===== config.mk =====
export PLATFORM = sky130hd
export DESIGN_NAME = instr_prefetch
export DESIGN_NICKNAME = d
export VERILOG_FILES = /design/src/rtl/ipf_pkg.sv /design/src/rtl/ipf_fifo.sv /design/src/rtl/instr_prefetch.sv
export SDC_FILE = /design/constraint.sdc
export NUM_CORES = 1
export LEC_CHECK = 0
export ABC_CLOCK_PERIOD_IN_PS = 7210
export BUFFER_PORTS_ARGS = -buffer_cell sky130_fd_sc_hd__buf_2
export CAP_MARGIN = 20
export CORE_MARGIN = 5
export CORE_UTILIZATION = 40
export DETAILED_ROUTE_END_ITERATION = 10
export PLACE_DENSITY = 0.57
export RECOVER_POWER = 50
export REMOVE_ABC_BUFFERS = 1
export SYNTH_ARGS = -nofsm -noshare
export SYNTH_HDL_FRONTEND = slang
export SYNTH_SLANG_ARGS = --single-unit

===== constraint.sdc =====
create_clock -name clk -period 7.21 [get_ports clk]
set_input_delay 0.721 -clock clk [delete_from_list [all_inputs] [get_ports clk]]
set_output_delay 0.721 -clock clk [all_outputs]
set_load 0.02 [all_outputs]

===== src/rtl/ipf_pkg.sv =====
// Shared types for the instruction prefetch front end: queue entry layout, fetch state, fetch alignment.
package ipf_pkg;

  localparam int IPF_ALIGN  = 4;
  // Queue entries are sized for the widest supported PC and instruction word.
  localparam int IPF_MAX_AW = 64;
  localparam int IPF_MAX_IW = 32;

  typedef enum logic {
    RUN,
    HALTED
  } ipf_state_e;

  typedef struct packed {
    logic [IPF_MAX_AW-1:0] pc;
    logic [IPF_MAX_IW-1:0] instruction;
  } ipf_entry_t;

endpackage


===== src/rtl/ipf_fifo.sv =====
// Synchronous FIFO with flush; push and pop may happen together even when full.
module ipf_fifo #(
  parameter int WIDTH = 8,
  parameter int DEPTH = 4,
  localparam int PW = (DEPTH > 1) ? $clog2(DEPTH) : 1,
  localparam int CW = $clog2(DEPTH + 1)
) (
  input  logic             clk,
  input  logic             reset,
  input  logic             flush,
  input  logic             push,
  input  logic [WIDTH-1:0] push_data,
  input  logic             pop,
  output logic [WIDTH-1:0] head_data,
  output logic [CW-1:0]    count,
  output logic             empty,
  output logic             full
);

  logic [WIDTH-1:0] mem [DEPTH];
  logic [PW-1:0]    wr_ptr;
  logic [PW-1:0]    rd_ptr;
  logic             do_push;
  logic             do_pop;

  function automatic logic [PW-1:0] next_ptr(input logic [PW-1:0] p);
    return (p == PW'(DEPTH - 1)) ? '0 : p + 1'b1;
  endfunction

  assign empty     = (count == '0);
  assign full      = (count == CW'(DEPTH));
  assign do_pop    = pop && !empty;
  assign do_push   = push && (!full || do_pop);
  assign head_data = mem[rd_ptr];

  always_ff @(posedge clk) begin
    if (reset || flush) begin
      wr_ptr <= '0;
      rd_ptr <= '0;
      count  <= '0;
    end else begin
      if (do_push) wr_ptr <= next_ptr(wr_ptr);
      if (do_pop)  rd_ptr <= next_ptr(rd_ptr);
      count <= count + CW'(do_push) - CW'(do_pop);
    end
  end

  always_ff @(posedge clk) begin
    if (do_push && !flush) mem[wr_ptr] <= push_data;
  end

endmodule


===== src/rtl/instr_prefetch.sv =====
// Decoupled instruction fetch: in-order requests, response queue, redirect flush and stale-response dropping.
// Optional IPF_ZERO_HALT_EN: an all-zero fetched word stops fetching until the next redirect.
module instr_prefetch
  import ipf_pkg::*;
#(
  parameter int ADDRESS_WIDTH     = 64,
  parameter int INSTRUCTION_WIDTH = 32,
  parameter int QUEUE_DEPTH       = 4,
  parameter int MAX_OUTSTANDING   = 2,
  parameter logic [ADDRESS_WIDTH-1:0] RESET_PC = '0
) (
  input  logic                         clk,
  input  logic                         reset,
  input  logic                         redirect_valid,
  input  logic [ADDRESS_WIDTH-1:0]     redirect_target,
  output logic                         mem_req_valid,
  input  logic                         mem_req_ready,
  output logic [ADDRESS_WIDTH-1:0]     mem_req_addr,
  input  logic                         mem_resp_valid,
  input  logic [INSTRUCTION_WIDTH-1:0] mem_resp_data,
  output logic                         out_valid,
  input  logic                         out_ready,
  output logic [ADDRESS_WIDTH-1:0]     out_pc,
  output logic [ADDRESS_WIDTH-1:0]     out_pcplus4,
  output logic [INSTRUCTION_WIDTH-1:0] out_instruction,
  output logic                         halted
);

  localparam int QCW = $clog2(QUEUE_DEPTH + 1);
  localparam int OCW = $clog2(MAX_OUTSTANDING + 1);

  ipf_state_e               state, state_next;
  logic [ADDRESS_WIDTH-1:0] fetch_pc;
  logic [OCW-1:0]           outstanding, outstanding_next, drop_cnt;
  logic [QCW-1:0]           q_count;
  logic                     q_empty, q_full, q_push, q_pop;
  logic [OCW-1:0]           pcf_count;
  logic                     pcf_empty, pcf_full;
  logic [ADDRESS_WIDTH-1:0] resp_pc;
  logic                     accept, resp_live, resp_zero, halt_now;
  ipf_entry_t               q_in, q_head;
  logic                     unused_flags;

  // Reserving a queue slot per in-flight request means responses never need back-pressure.
  assign mem_req_valid = !reset && !redirect_valid && (state == RUN)
                         && (outstanding < OCW'(MAX_OUTSTANDING))
                         && (int'(q_count) + int'(outstanding) < QUEUE_DEPTH);
  assign mem_req_addr     = fetch_pc;
  assign accept           = mem_req_valid && mem_req_ready;
  assign outstanding_next = outstanding + OCW'(accept) - OCW'(mem_resp_valid);
  assign resp_live        = mem_resp_valid && (drop_cnt == '0) && !redirect_valid && (state == RUN);

`ifdef IPF_ZERO_HALT_EN
  assign resp_zero = resp_live && (mem_resp_data == '0);
  assign halted    = (state == HALTED);
`else
  assign resp_zero = 1'b0;
  assign halted    = 1'b0;
`endif

  assign halt_now = resp_zero;
  assign q_push   = resp_live && !resp_zero;
  assign q_pop    = out_valid && out_ready && !redirect_valid;

  assign q_in.pc          = IPF_MAX_AW'(resp_pc);
  assign q_in.instruction = IPF_MAX_IW'(mem_resp_data);

  assign out_valid       = !q_empty;
  assign out_pc          = q_head.pc[ADDRESS_WIDTH-1:0];
  assign out_instruction = q_head.instruction[INSTRUCTION_WIDTH-1:0];
  assign out_pcplus4     = out_pc + ADDRESS_WIDTH'(IPF_ALIGN);

  assign unused_flags = ^{pcf_count, pcf_empty, pcf_full, q_full, redirect_target[1:0]};

  always_ff @(posedge clk) begin
    if (reset) state <= RUN;
    else       state <= state_next;
  end

  always_comb begin
    state_next = state;
    if (redirect_valid) state_next = RUN;
    else if (halt_now)  state_next = HALTED;
  end

  // Everything in flight when fetch is redirected or halted is stale and must be discarded.
  always_ff @(posedge clk) begin
    if (reset) begin
      fetch_pc    <= RESET_PC;
      outstanding <= '0;
      drop_cnt    <= '0;
    end else begin
      outstanding <= outstanding_next;
      if (redirect_valid) fetch_pc <= {redirect_target[ADDRESS_WIDTH-1:2], 2'b00};
      else if (accept)    fetch_pc <= fetch_pc + ADDRESS_WIDTH'(IPF_ALIGN);
      if (redirect_valid || halt_now)           drop_cnt <= outstanding_next;
      else if (mem_resp_valid && drop_cnt != '0) drop_cnt <= drop_cnt - 1'b1;
    end
  end

  ipf_fifo #(.WIDTH(ADDRESS_WIDTH), .DEPTH(MAX_OUTSTANDING)) u_pc_fifo (
    .clk       (clk),
    .reset     (reset),
    .flush     (redirect_valid || halt_now),
    .push      (accept),
    .push_data (fetch_pc),
    .pop       (resp_live),
    .head_data (resp_pc),
    .count     (pcf_count),
    .empty     (pcf_empty),
    .full      (pcf_full)
  );

  ipf_fifo #(.WIDTH($bits(ipf_entry_t)), .DEPTH(QUEUE_DEPTH)) u_queue (
    .clk       (clk),
    .reset     (reset),
    .flush     (redirect_valid),
    .push      (q_push),
    .push_data (q_in),
    .pop       (q_pop),
    .head_data (q_head),
    .count     (q_count),
    .empty     (q_empty),
    .full      (q_full)
  );

endmodule


==> run_results.csv <==
group,metric,value,unit
grt,antenna_found_initial,0,
clocking,cts_tree,"built",
floorplan,io_pins,329,
routing,via_per_inst,5.51,
final_layout,seq_area,0.0166,mm2
clocking,clk_pin_slew,60,ps
critical_path,r2r_slack,2630,ps
routing,first_iter_violations,967,
clocking,numCtsBuffers,60,
critical_path,crit_type,"in2reg",
final_layout,syn_to_final_growth,17.2,%
placed_design,dp_hpwl,42.3,mm
final_layout,stdcell_count,2668,
final_layout,design_area,0.0283,mm2
run,cap_violations,4,
logic_synthesis,synth_cell_types,60,
logic_synthesis,syn_inst,1500,
critical_path,cp_common_cell,"clkbuf_1",
sta,fin_crit,5690,ps
critical_path,reg2reg_to,"u_pc_fifo.mem[1][34]$_DFFE_PP_",
sta,min_period_over_period,78.9,%
logic_synthesis,synth_seq_cells,580,
grt,grt_pass1_vias,14900,
floorplan,dieWidth,256,um
placed_design,gp_congestion,0.818,
sta,rsz0062_at_grt,"no",
logic_synthesis,synth_edf_count,500,
routing,wl,64.5,mm
hold_path,holdCritStartpoint,"redirect_target[47]",
logic_synthesis,async_reset_ff_share,0,%
sta,worst_pin_slew,3790,ps
final_layout,diodes,0,
floorplan,std_cell_rows,90,
sta,hold_viol,0,
sta,maxSlewHeadroom,-152,%
critical_path,critical_path_arrival,5950,ps
critical_path,critPathMaxFanout,62,
clocking,clock_sinks,580,
placed_design,port_buffers,319,
hold_path,hold_class,"in2reg",
routing,dr.pass1.iters,5,
clocking,cts_resized,0,
clocking,cts_root_buf,"clkbuf_16",
routing,drt-wirelength-per-cell,24.2,um
final_layout,fillers,5230,
logic_synthesis,synth_seq_area_share,68.9,%
grt,grt_util_all_layers,19.3,%
critical_path,r2r_cells,8,
critical_path,path_cells,"buf_2, clkbuf_1, nor2_1, and4_1, clkinv_1, a31oi_1, and2_0, clkbuf_1, buf_4",
clocking,holdBufCountCts,0,
floorplan,die_y,256,um
sta,setup-violations-final,0,
critical_path,cp_top_family,"buffers and inverters",
final_layout,multi_input_area,0.00703,mm2
critical_path,cpMaxStageDelayCell,"and2_0",
status,run_status,"finished, violations left",
hold_path,hold_end,"mem_req_addr[47]$_SDFFE_PP0P_",
grt,grt_max_degree,67,
power_and_ir_drop,p_leak,0.00941,uW
placed_design,post_dp_cell_area,0.0265,mm2
power_and_ir_drop,power.density,261,mW/mm2
critical_path,cp_slowest_stage_delay,1420,ps
sta,max_freq,176,MHz
logic_synthesis,syn_area,0.0241,mm2
critical_path,crit_path_start,"reset",
sta,setup-tns-final,0,ps
critical_path,reg2reg_from,"u_queue.count[1]$_SDFF_PP0_",
placed_design,dp_cells,2557,
clocking,post_cts_buffers,0,
logic_synthesis,synth-main-ff-cell,"edfxtp_1",
critical_path,cp-start-kind,"input port",
routing,route.detailed.drc,0,
floorplan,die-area,0.0653,mm2
floorplan,core,0.0600,mm2
critical_path,crit_required,7480,ps
critical_path,cp-end-kind,"flop",
logic_synthesis,syn_area_per_cell,16.1,um2
clocking,clk_path_buf_depth,3,
final_layout,utilization,47.1,%
sta,fin_skew,31.2,ps
power_and_ir_drop,peakVddDrop,0.000196,V
grt,grt_pass1_wl,96.4,mm
hold_path,hold_depth,2,
critical_path,path_buf_inv,5,
grt,grt-ovfl-total,0,
routing,ant_nets,0,
final_layout,final_layout_size_suffix_gt1_share,23.6,%
clocking,h-tree-depth,2,
sta,slew_viol_final,178,
final_layout,fin_nets,1955,
routing,vias,14700,
status,violations,"max-capacitance violations, max-slew violations",
clocking,clock_latency,620,ps
floorplan,start_util,40.2,%
logic_synthesis,yosysWarnings,0,
-- routing by layer --
layer | global-route usage (%) | part of all wire (%) | wire, um | vias to the layer above
met2 | 31.5 | 48 | 31100 | 510
met5 | 0 | 0 | 0 | -
met3 | 3.08 | 5.6 | 3610 | 126
met1 | 26.6 | 43 | 27700 | 7481
met4 | 6.54 | 3.1 | 2000 | 0
li1 | - | - | - | 6578
-- cells by family (layout without fill, tap and decap cells) --
logic type               after synthesis  count (layout)  synth area share, %
AO/OA/AOI/OAI                        143             143                 3.68
XOR/XNOR                              86              86                 3.12
adder cells (fa/ha/maj)               16              16                0.861
buffers and inverters                 98             478                 2.08
flip-flops                           580             580                 68.9
multiplexers                         170             170                 12.3
other                                  1               7               0.0156
AND/OR/NAND/NOR                      406             406                 9.02
-- how the worst max path moves through the flow --
stage / end / slack [ps] / depth (start not counted)
3_3_place_gp: out_pcplus4[63] / 2300 / 8
6_report: u_pc_fifo.mem[1][34]$_DFFE_PP_ / 1520 / 9
2_1_floorplan: out_pcplus4[53] / -220 / 6
3_5_place_dp: out_pcplus4[63] / 2280 / 8
5_1_grt: mem_req_addr[23]$_SDFFE_PP0P_ / 980 / 10
4_1_cts: out_pcplus4[63] / 1580 / 8
-- stage by stage --
stage | hold slack, ps | setup WS, ps | power [uW]
after CTS | 266 | 1580 | 7470
after floorplan | 462 | -222 | 4210
after global placement | 463 | 2300 | 4470
after global routing | 288 | 983 | 7640
final | 308 | 1520 | 7380
after detailed placement | 490 | 2280 | 4480
-- synthesized netlist by cell type (5+ instances only) --
cell type  count  area share (%)
edfxtp_1     500              62
nor2_1        89             1.4
mux4_2        88             8.2
nand2_1       83             1.3
dfxtp_1       80             6.6
mux2_2        65             3.0
xnor2_1       59             2.1
nand3_1       51             1.1
nand4_1       48             1.2
clkbuf_1      45            0.70
a21oi_1       44            0.91
nor3_1        29            0.60
o21ai_0       29            0.60
inv_1         28            0.44
xor2_1        27            0.98
and3_1        23            0.60
a31oi_1       20            0.52
and2_1        19            0.49
ha_1          15            0.78
and4_1        13            0.47
mux2i_1       12            0.50
buf_4         11            0.34
nor4_1        11            0.29
a22oi_1        9            0.28
or3_1          9            0.23
a221oi_1       8            0.29
o22ai_1        8            0.21
a211oi_1       7            0.22
mux4_1         5            0.54
-- flip-flops by register name, indices dropped and copies added, names as in the netlist, named ones only --
register,count
drop_cnt,2
u_queue.count,3
u_queue.wr_ptr,2
u_pc_fifo.mem,124
outstanding,2
u_pc_fifo.count,2
u_pc_fifo.wr_ptr,1
u_pc_fifo.rd_ptr,1
u_queue.mem,376
mem_req_addr,62
u_queue.rd_ptr,2
-- layout make-up --
| type | instances | share of cell area [%] |
|---|---|---|
| clock buffers | 65 | 5.53 |
| clock inverters | 46 | 1.28 |
| inverters | 28 | 0.372 |
| multi-input cells | 828 | 24.9 |
| flip-flops and latches | 580 | 58.8 |
| well taps | 782 | 3.46 |
| repair buffers | 339 | 5.67 |
-- power breakdown --
part / total (uW) / leakage, uW / internal, uW / switching [uW]
Clock: 2990 / 0.000917 / 1680 / 1310
Combinational: 580 / 0.00327 / 189 / 391
Sequential: 3810 / 0.00522 / 3740 / 75.1
Total: 7380 / 0.00941 / 5600 / 1780
-- placed cells by master (no fill, tap or decap), drive strengths merged, types with 8 or more instances in the layout --
cell type / instances
and3: 23
clkbuf: 168
mux2i: 12
ha: 15
nor4: 17
a31oi: 20
nand3: 52
and4: 13
buf: 236
dfxtp: 80
mux2: 65
edfxtp: 500
xor2: 27
and2: 19
o21ai: 29
nor3: 32
clkinv: 33
a22oi: 9
clkinvlp: 9
xnor2: 59
a221oi: 8
nand4: 51
or3: 9
nor2: 89
o22ai: 8
mux4: 93
nand2: 83
a21oi: 44
inv: 29
Power figures use the tool's default switching activity.
